`src/rtl/wdt_pkg.sv`:
```
// -----------------------------------------------------------------------------
// wdt_pkg
//   Shared constants and helpers for the multi-channel watchdog.
//   - DEF_* : default parameter values used by wdt_multi / wdt_channel
//   - clog2 : ceiling log2, used to size counters from parameters
//   - ch_act_e : the single action a channel takes on a given clock edge
// -----------------------------------------------------------------------------
package wdt_pkg;

    localparam int unsigned DEF_N_CH        = 4;
    localparam int unsigned DEF_CLK_FREQ    = 125000000;
    localparam int unsigned DEF_TIMEOUT_SEC = 5;
    localparam int unsigned DEF_WARN_SEC    = 4;
    localparam int unsigned DEF_WIN_MIN_SEC = 1;
    localparam int unsigned DEF_ESC_LIMIT   = 3;
    localparam int unsigned ESC_W           = 4;

    // Ceiling log2; clog2(1) = 0, clog2(2) = 1, clog2(6) = 3.
    function automatic int unsigned clog2(input int unsigned value);
        int unsigned result;
        result = 0;
        while ((64'd1 << result) < 64'(value)) begin
            result++;
        end
        return result;
    endfunction

    // Highest-priority event seen by a channel in one cycle.
    typedef enum logic [2:0] {
        ACT_HOLD,
        ACT_OFF,
        ACT_CLEAR,
        ACT_KICK,
        ACT_EARLY,
        ACT_EXPIRE,
        ACT_TICK
    } ch_act_e;

endpackage

```
`src/rtl/wdt_channel.sv`:
```
// -----------------------------------------------------------------------------
// wdt_channel
//   One watchdog channel: seconds counter, sticky trigger / early-kick fault,
//   warning flag and seconds-remaining readout.
//
//   clk, rstn        : clock, asynchronous active-low reset
//   tick             : one-cycle pulse, one per second (shared prescaler)
//   enable           : channel enable; low holds the channel cleared
//   heartbeat        : kick pulse
//   clear            : fault clear
//   window_en        : kicks before WIN_MIN_SEC count as a fault
//   triggered        : sticky timeout / early fault
//   warning          : triggered, or counter at/above WARN_SEC
//   early_fault      : sticky, a kick landed inside the closed window
//   time_remaining   : seconds left, 0 once triggered
// -----------------------------------------------------------------------------
module wdt_channel
    import wdt_pkg::*;
#(
    parameter int unsigned TIMEOUT_SEC = DEF_TIMEOUT_SEC,
    parameter int unsigned WARN_SEC    = DEF_WARN_SEC,
    parameter int unsigned WIN_MIN_SEC = DEF_WIN_MIN_SEC
) (
    input  logic       clk,
    input  logic       rstn,
    input  logic       tick,
    input  logic       enable,
    input  logic       heartbeat,
    input  logic       clear,
    input  logic       window_en,
    output logic       triggered,
    output logic       warning,
    output logic       early_fault,
    output logic [7:0] time_remaining
);

    localparam int unsigned    CW      = clog2(TIMEOUT_SEC + 1);
    localparam logic [CW-1:0]  C_MAX   = CW'(TIMEOUT_SEC);
    localparam logic [CW-1:0]  C_WARN  = CW'(WARN_SEC);
    localparam logic [CW-1:0]  C_WIN   = CW'(WIN_MIN_SEC);
    localparam logic [7:0]     TO8     = 8'(TIMEOUT_SEC);

    logic [CW-1:0] r_cnt;
    logic          r_trig;
    logic          r_warn;
    logic          r_early;

    ch_act_e       w_act;
    logic [CW-1:0] w_cnt_nxt;
    logic          w_trig_nxt;
    logic          w_warn_nxt;
    logic          w_early_nxt;

    // Priority decode: exactly one action per edge.
    always_comb begin
        w_act = ACT_HOLD;
        if (!enable) begin
            w_act = ACT_OFF;
        end else if (clear) begin
            w_act = ACT_CLEAR;
        end else if (heartbeat) begin
            w_act = (window_en && (r_cnt < C_WIN)) ? ACT_EARLY : ACT_KICK;
        end else if (r_cnt == C_MAX) begin
            w_act = ACT_EXPIRE;
        end else if (tick) begin
            w_act = ACT_TICK;
        end
    end

    always_comb begin
        w_cnt_nxt   = r_cnt;
        w_trig_nxt  = r_trig;
        w_early_nxt = r_early;
        unique case (w_act)
            ACT_OFF, ACT_CLEAR: begin
                w_cnt_nxt   = '0;
                w_trig_nxt  = 1'b0;
                w_early_nxt = 1'b0;
            end
            // A kick restarts the count but never clears a latched trigger.
            ACT_KICK: begin
                w_cnt_nxt = '0;
            end
            ACT_EARLY: begin
                w_cnt_nxt   = '0;
                w_trig_nxt  = 1'b1;
                w_early_nxt = 1'b1;
            end
            ACT_EXPIRE: begin
                w_trig_nxt = 1'b1;
            end
            ACT_TICK: begin
                w_cnt_nxt = r_cnt + 1'b1;
            end
            default: ;
        endcase
        // Warning is registered from the post-edge state so it lines up with
        // the counter value it describes.
        w_warn_nxt = w_trig_nxt | (w_cnt_nxt >= C_WARN);
    end

    always_ff @(posedge clk or negedge rstn) begin
        if (!rstn) begin
            r_cnt   <= '0;
            r_trig  <= 1'b0;
            r_warn  <= 1'b0;
            r_early <= 1'b0;
        end else begin
            r_cnt   <= w_cnt_nxt;
            r_trig  <= w_trig_nxt;
            r_warn  <= w_warn_nxt;
            r_early <= w_early_nxt;
        end
    end

    assign triggered      = r_trig;
    assign warning        = r_warn;
    assign early_fault    = r_early;
    // TIMEOUT_SEC <= 255, so the difference always fits in 8 bits.
    assign time_remaining = r_trig ? '0 : (TO8 - 8'(r_cnt));

endmodule

```
`src/rtl/wdt_multi.sv`:
```
// -----------------------------------------------------------------------------
// wdt_multi
//   N_CH independent watchdog channels sharing a one-second prescaler, with a
//   common escalation counter that requests a system reset after ESC_LIMIT
//   trigger events.
//
//   clk, rstn       : clock, asynchronous active-low reset
//   enable          : [N_CH] per-channel enable
//   heartbeat       : [N_CH] per-channel kick pulse
//   clear           : [N_CH] per-channel fault clear
//   window_en       : [N_CH] per-channel window mode
//   esc_ack         : clears escalation count and sys_reset_req
//   triggered       : [N_CH] sticky timeout / early fault
//   warning         : [N_CH] pre-timeout warning
//   early_fault     : [N_CH] sticky early-kick fault
//   time_remaining  : [8*N_CH] seconds left, channel i at [8i+7:8i]
//   any_triggered   : OR of triggered
//   sys_reset_req   : sticky escalation output
// -----------------------------------------------------------------------------
module wdt_multi
    import wdt_pkg::*;
#(
    parameter int unsigned N_CH        = DEF_N_CH,
    parameter int unsigned CLK_FREQ    = DEF_CLK_FREQ,
    parameter int unsigned TIMEOUT_SEC = DEF_TIMEOUT_SEC,
    parameter int unsigned WARN_SEC    = DEF_WARN_SEC,
    parameter int unsigned WIN_MIN_SEC = DEF_WIN_MIN_SEC,
    parameter int unsigned ESC_LIMIT   = DEF_ESC_LIMIT
) (
    input  logic                clk,
    input  logic                rstn,
    input  logic [N_CH-1:0]     enable,
    input  logic [N_CH-1:0]     heartbeat,
    input  logic [N_CH-1:0]     clear,
    input  logic [N_CH-1:0]     window_en,
    input  logic                esc_ack,
    output logic [N_CH-1:0]     triggered,
    output logic [N_CH-1:0]     warning,
    output logic [N_CH-1:0]     early_fault,
    output logic [8*N_CH-1:0]   time_remaining,
    output logic                any_triggered,
    output logic                sys_reset_req
);

    // CLK_FREQ = 1 keeps a 1-bit prescaler pinned at 0, so every cycle ticks.
    localparam int unsigned    PW        = (CLK_FREQ > 1) ? clog2(CLK_FREQ) : 1;
    localparam logic [PW-1:0]  PRESC_MAX = PW'(CLK_FREQ - 1);
    localparam logic [ESC_W-1:0] ESC_MAX = ESC_W'(ESC_LIMIT);

    logic [PW-1:0]    r_presc;
    logic             w_tick;

    logic [N_CH-1:0]  r_trig_prev;
    logic             w_event;
    logic [ESC_W-1:0] r_esc;
    logic [ESC_W-1:0] w_esc_nxt;
    logic             r_sys;
    logic             w_sys_nxt;

    // ---------------- shared prescaler ----------------
    assign w_tick = (r_presc == PRESC_MAX);

    always_ff @(posedge clk or negedge rstn) begin
        if (!rstn) begin
            r_presc <= '0;
        end else if (w_tick) begin
            r_presc <= '0;
        end else begin
            r_presc <= r_presc + 1'b1;
        end
    end

    // ---------------- channels ----------------
    for (genvar g = 0; g < N_CH; g++) begin : g_ch
        wdt_channel #(
            .TIMEOUT_SEC (TIMEOUT_SEC),
            .WARN_SEC    (WARN_SEC),
            .WIN_MIN_SEC (WIN_MIN_SEC)
        ) u_ch (
            .clk            (clk),
            .rstn           (rstn),
            .tick           (w_tick),
            .enable         (enable[g]),
            .heartbeat      (heartbeat[g]),
            .clear          (clear[g]),
            .window_en      (window_en[g]),
            .triggered      (triggered[g]),
            .warning        (warning[g]),
            .early_fault    (early_fault[g]),
            .time_remaining (time_remaining[8*g +: 8])
        );
    end

    assign any_triggered = |triggered;

    // ---------------- escalation ----------------
    // Rising edges on several channels in the same cycle collapse into one event.
    assign w_event = |(triggered & ~r_trig_prev);

    always_comb begin
        w_esc_nxt = r_esc;
        w_sys_nxt = r_sys;
        if (esc_ack) begin
            w_esc_nxt = '0;
            w_sys_nxt = 1'b0;
        end else begin
            if (w_event && (r_esc != ESC_MAX)) begin
                w_esc_nxt = r_esc + 1'b1;
            end
            if (w_esc_nxt == ESC_MAX) begin
                w_sys_nxt = 1'b1;
            end
        end
    end

    always_ff @(posedge clk or negedge rstn) begin
        if (!rstn) begin
            r_trig_prev <= '0;
            r_esc       <= '0;
            r_sys       <= 1'b0;
        end else begin
            r_trig_prev <= triggered;
            r_esc       <= w_esc_nxt;
            r_sys       <= w_sys_nxt;
        end
    end

    assign sys_reset_req = r_sys;

endmodule

```
`config.mk`:
```
export PLATFORM = sky130hd
export DESIGN_NAME = wdt_multi
export DESIGN_NICKNAME = d
export VERILOG_FILES = /design/src/rtl/wdt_pkg.sv /design/src/rtl/wdt_channel.sv /design/src/rtl/wdt_multi.sv
export SDC_FILE = /design/constraint.sdc
export NUM_CORES = 1
export LEC_CHECK = 0
export CORE_MARGIN = 10
export CORE_UTILIZATION = 35
export DETAILED_ROUTE_END_ITERATION = 10
export GPL_TIMING_DRIVEN = 0
export PLACE_DENSITY = 0.55
export SYNTH_ARGS = -nofsm -noshare
export SYNTH_HDL_FRONTEND = slang
export SYNTH_SLANG_ARGS = --single-unit
```
`constraint.sdc`:
```
create_clock -name clk -period 2.2 [get_ports clk]
set_clock_uncertainty 0.05 [all_clocks]
set_input_delay 0.22 -clock clk [delete_from_list [all_inputs] [get_ports clk]]
set_output_delay 0.22 -clock clk [all_outputs]
set_load 0.05 [all_outputs]
```
==> impl_metrics.yaml <==
outcome:
  status: "complete, no violations"
pwr:
  combPwrFrac_pct: 10.6
  p_switching_w: 0.000590
  switching_share_pct: 26.1
  ir_drop_mv: 0.340
  internal_power_w: 0.00167
  power_frac_clock_pct: 39.4
  p_leak_nw: 2.07
  p_seq_share_pct: 50.0
  p_per_area_mw_per_mm2: 508
floorplan:
  initial_core_util_pct: 36.2
  die_w_um: 121
  core_mm2: 0.00982
  io_pins: 65
  die_area_mm2: 0.0146
  die_h_um: 121
  rows: 36
logic_synthesis:
  syn_nets: 415
  synth_edf_count: 0
  synth_cells: 378
  ys.flop_type: "dfrtp_1"
  synth.avg_cell_area_um2: 9.40
  ys_warn_count: 0
  synth_area_mm2: 0.00355
  ys_seq_area_share_pct: 42.2
  synthArstFlopShare_pct: 100
  ys_ff_latch: 60
  ys_types: 49
sta:
  period_needed_ps: 2100
  hold_violations: 0
  setup_tns_ps: 0
  fin_hold_ws_ps: 244
  period_share_pct: 95.6
  worst_pin_slew_ps: 759
  setup_viol: 0
  rsz0062_at_grt: "no"
  slew_violations: 0
  relSlewSlack_pct: 49.4
  fmax_mhz: 476
detailed_routing:
  wire_per_inst_um: 14.1
  viasPerCell: 4.85
  drc_errors: 0
  drtAntennaViolNets: 0
  first_pass_iters: 4
  num_vias: 2862
  drt_iter0_markers: 145
  wirelength_um: 8300
job:
  maxCapViolations: 0
worst_setup_path:
  cp.arrival_ps: 1830
  path_delay_family: "simple AND/OR/NAND/NOR gates"
  startpoint_type: "flip-flop"
  cp_num_buf_inv: 1
  rrSetupSlack_ps: 130
  ff2ff_path_depth: 7
  path_class: "reg2out"
  path_cells: "or4_1, dlygate4sd2_1"
  required_ps: 1930
  critPathCaptureType: "output port"
  slowest_delay_ps: 570
  worst_r2r_endpoint: "g_ch[2].u_ch.warning$_DFF_PN0_"
  crit_start: "g_ch[2].u_ch.triggered$_DFF_PN0_"
  path_max_fanout: 9
  cp_slowest_cell: "or4_1"
global_routing:
  grt_max_degree: 61
  grt_usage_pct: 11.6
  first_global_vias: 2851
  grt_pass1_wl_um: 14100
  gr-total-overflow: 0
  grt_antenna_before_repair: 0
place:
  dp_cells: 574
  dp_hpwl_um: 6310
  port_buffers: 63
  gp_congestion: 0.794
worst_hold_path:
  hold_class: "in2reg"
  holdPathStages: 3
  worst_hold_startpoint: "heartbeat[1]"
  min_to: "g_ch[1].u_ch.early_fault$_DFFE_PN0P_"
clocking:
  cts_made_buffers: 9
  path_clk_slew_ps: 70
  cts_buffer_depth: 2
  cts_num_sinks: 60
  cts_max_level: 3
  cts_tree: "done"
  clock_tree.root_cell: "clkbuf_8"
  worstSkewPairLatency_ps: 330
  post_cts_buffers: 0
finish:
  layout_common_cells: "dfrtp_1, nor2_1, clkdlybuf4s50_1"
  final_nets: 490
  fin_cells: 590
  drive_gt1_share_pct: 17.3
  layout_commonest_cell: "dfrtp_1"
  diodes: 0
  n_fill_cell: 1033
  area_delta_synth_final_pct: 25.4
-- synthesized netlist by cell type (all sizes together) (3+ instances only) --
cell | n | share of area (%)
nor3 | 5 | 0.70
and2 | 4 | 0.70
nand2b | 5 | 0.88
a21o | 3 | 0.63
and4 | 5 | 1.2
or3 | 4 | 0.70
a31oi | 4 | 0.70
nor2 | 49 | 5.2
nor4 | 6 | 1.9
buf | 32 | 6.7
nand4 | 13 | 3.2
a21oi | 24 | 3.4
clkbuf | 4 | 0.42
nor2b | 9 | 1.6
inv | 15 | 1.6
a41oi | 3 | 0.74
nand2 | 26 | 2.7
xnor2 | 19 | 4.7
nand3 | 18 | 2.9
o21ai | 15 | 2.1
xor2 | 9 | 2.2
and3 | 3 | 0.53
ha | 18 | 6.3
dfrtp | 60 | 42
-- power groups by stage --
stage               Clock, W  Combinational (W)  Sequential (W)
global route        0.000971           0.000263         0.00113
global placement           0           0.000243         0.00115
finish              0.000891           0.000239         0.00113
floorplan                  0           0.000134         0.00116
CTS                 0.000929           0.000243         0.00113
detailed placement         0           0.000244         0.00115
-- routing by layer --
metal  share of wire [%]  wire length, µm  global-route usage [%]
met5                   0                0                       0
met4                 1.2               97                    3.17
met3                 5.2              435                    4.19
met2                  45             3740                    18.6
met1                  49             4030                    14.4
-- logic make-up (layout without fill, tap and decap cells) --
| logic type | count (synthesis) | in the layout | share of synthesized area (%) |
|---|---|---|---|
| xor gates and xnor gates | 28 | 28 | 6.90 |
| DFF | 60 | 60 | 42.2 |
| muxes | 2 | 2 | 0.563 |
| and+or+nand+nor | 157 | 157 | 24.5 |
| adders and majority gates | 18 | 18 | 6.34 |
| AOI/OAI and AO/OA | 62 | 62 | 10.7 |
| buffers and inverters | 51 | 130 | 8.73 |
-- repair_timing --
| action | 4_1_cts | 5_1_grt |
|---|---|---|
| resized for setup | 26 | 36 |
| pin swaps | 0 | 1 |
| endpoints found under the hold margin | 60 | 0 |
| setup endpoints to repair | 27 | 34 |
| hold buffers | 1 | 0 |
-- worst reg2reg max path, cell delays in order, from the launching register on --
cell,delay [ps]
dfrtp_1,400
inv_1,90
ha_1,210
a21oi_2,230
and2_0,190
and4_1,260
a211oi_1,80
or3b_2,440
-- worst max-delay path by stage --
stage                                             to  slack [ps]  cells after the start
global route                           any_triggered           6                      2
floorplan                         time_remaining[12]         230                      3
global placement    g_ch[3].u_ch.triggered$_DFF_PN0_       -1210                      1
finish                                 any_triggered         100                      2
CTS                               time_remaining[21]          20                      4
detailed placement                         flip-flop         -20                      6
-- area by class of cell --
class | instances | area (µm²) | area share, %
buffer | 36 | 258 | 5.78
timing repair buffer | 64 | 547 | 12.3
tap | 133 | 166 | 3.73
inverter | 15 | 56.3 | 1.26
sequential | 60 | 1500 | 33.7
clock buffer | 11 | 151 | 3.40
clock inverter | 4 | 25.0 | 0.561
multi-input combinational | 267 | 1750 | 39.3
-- per-stage QoR --
step                      area (µm²)  setup slack, ps  utilization (%)  total power (W)
after floorplan                 3550              231                -          0.00129
after global placement          4350            -1210             44.3          0.00140
after detailed placement        4350            -21.9             44.3          0.00140
after CTS                       4510             18.0             45.9          0.00230
after global routing            4460             5.59             45.4          0.00237
final                           4460             97.8             45.4          0.00226
Note: power is estimated with default switching activity, not from simulation.
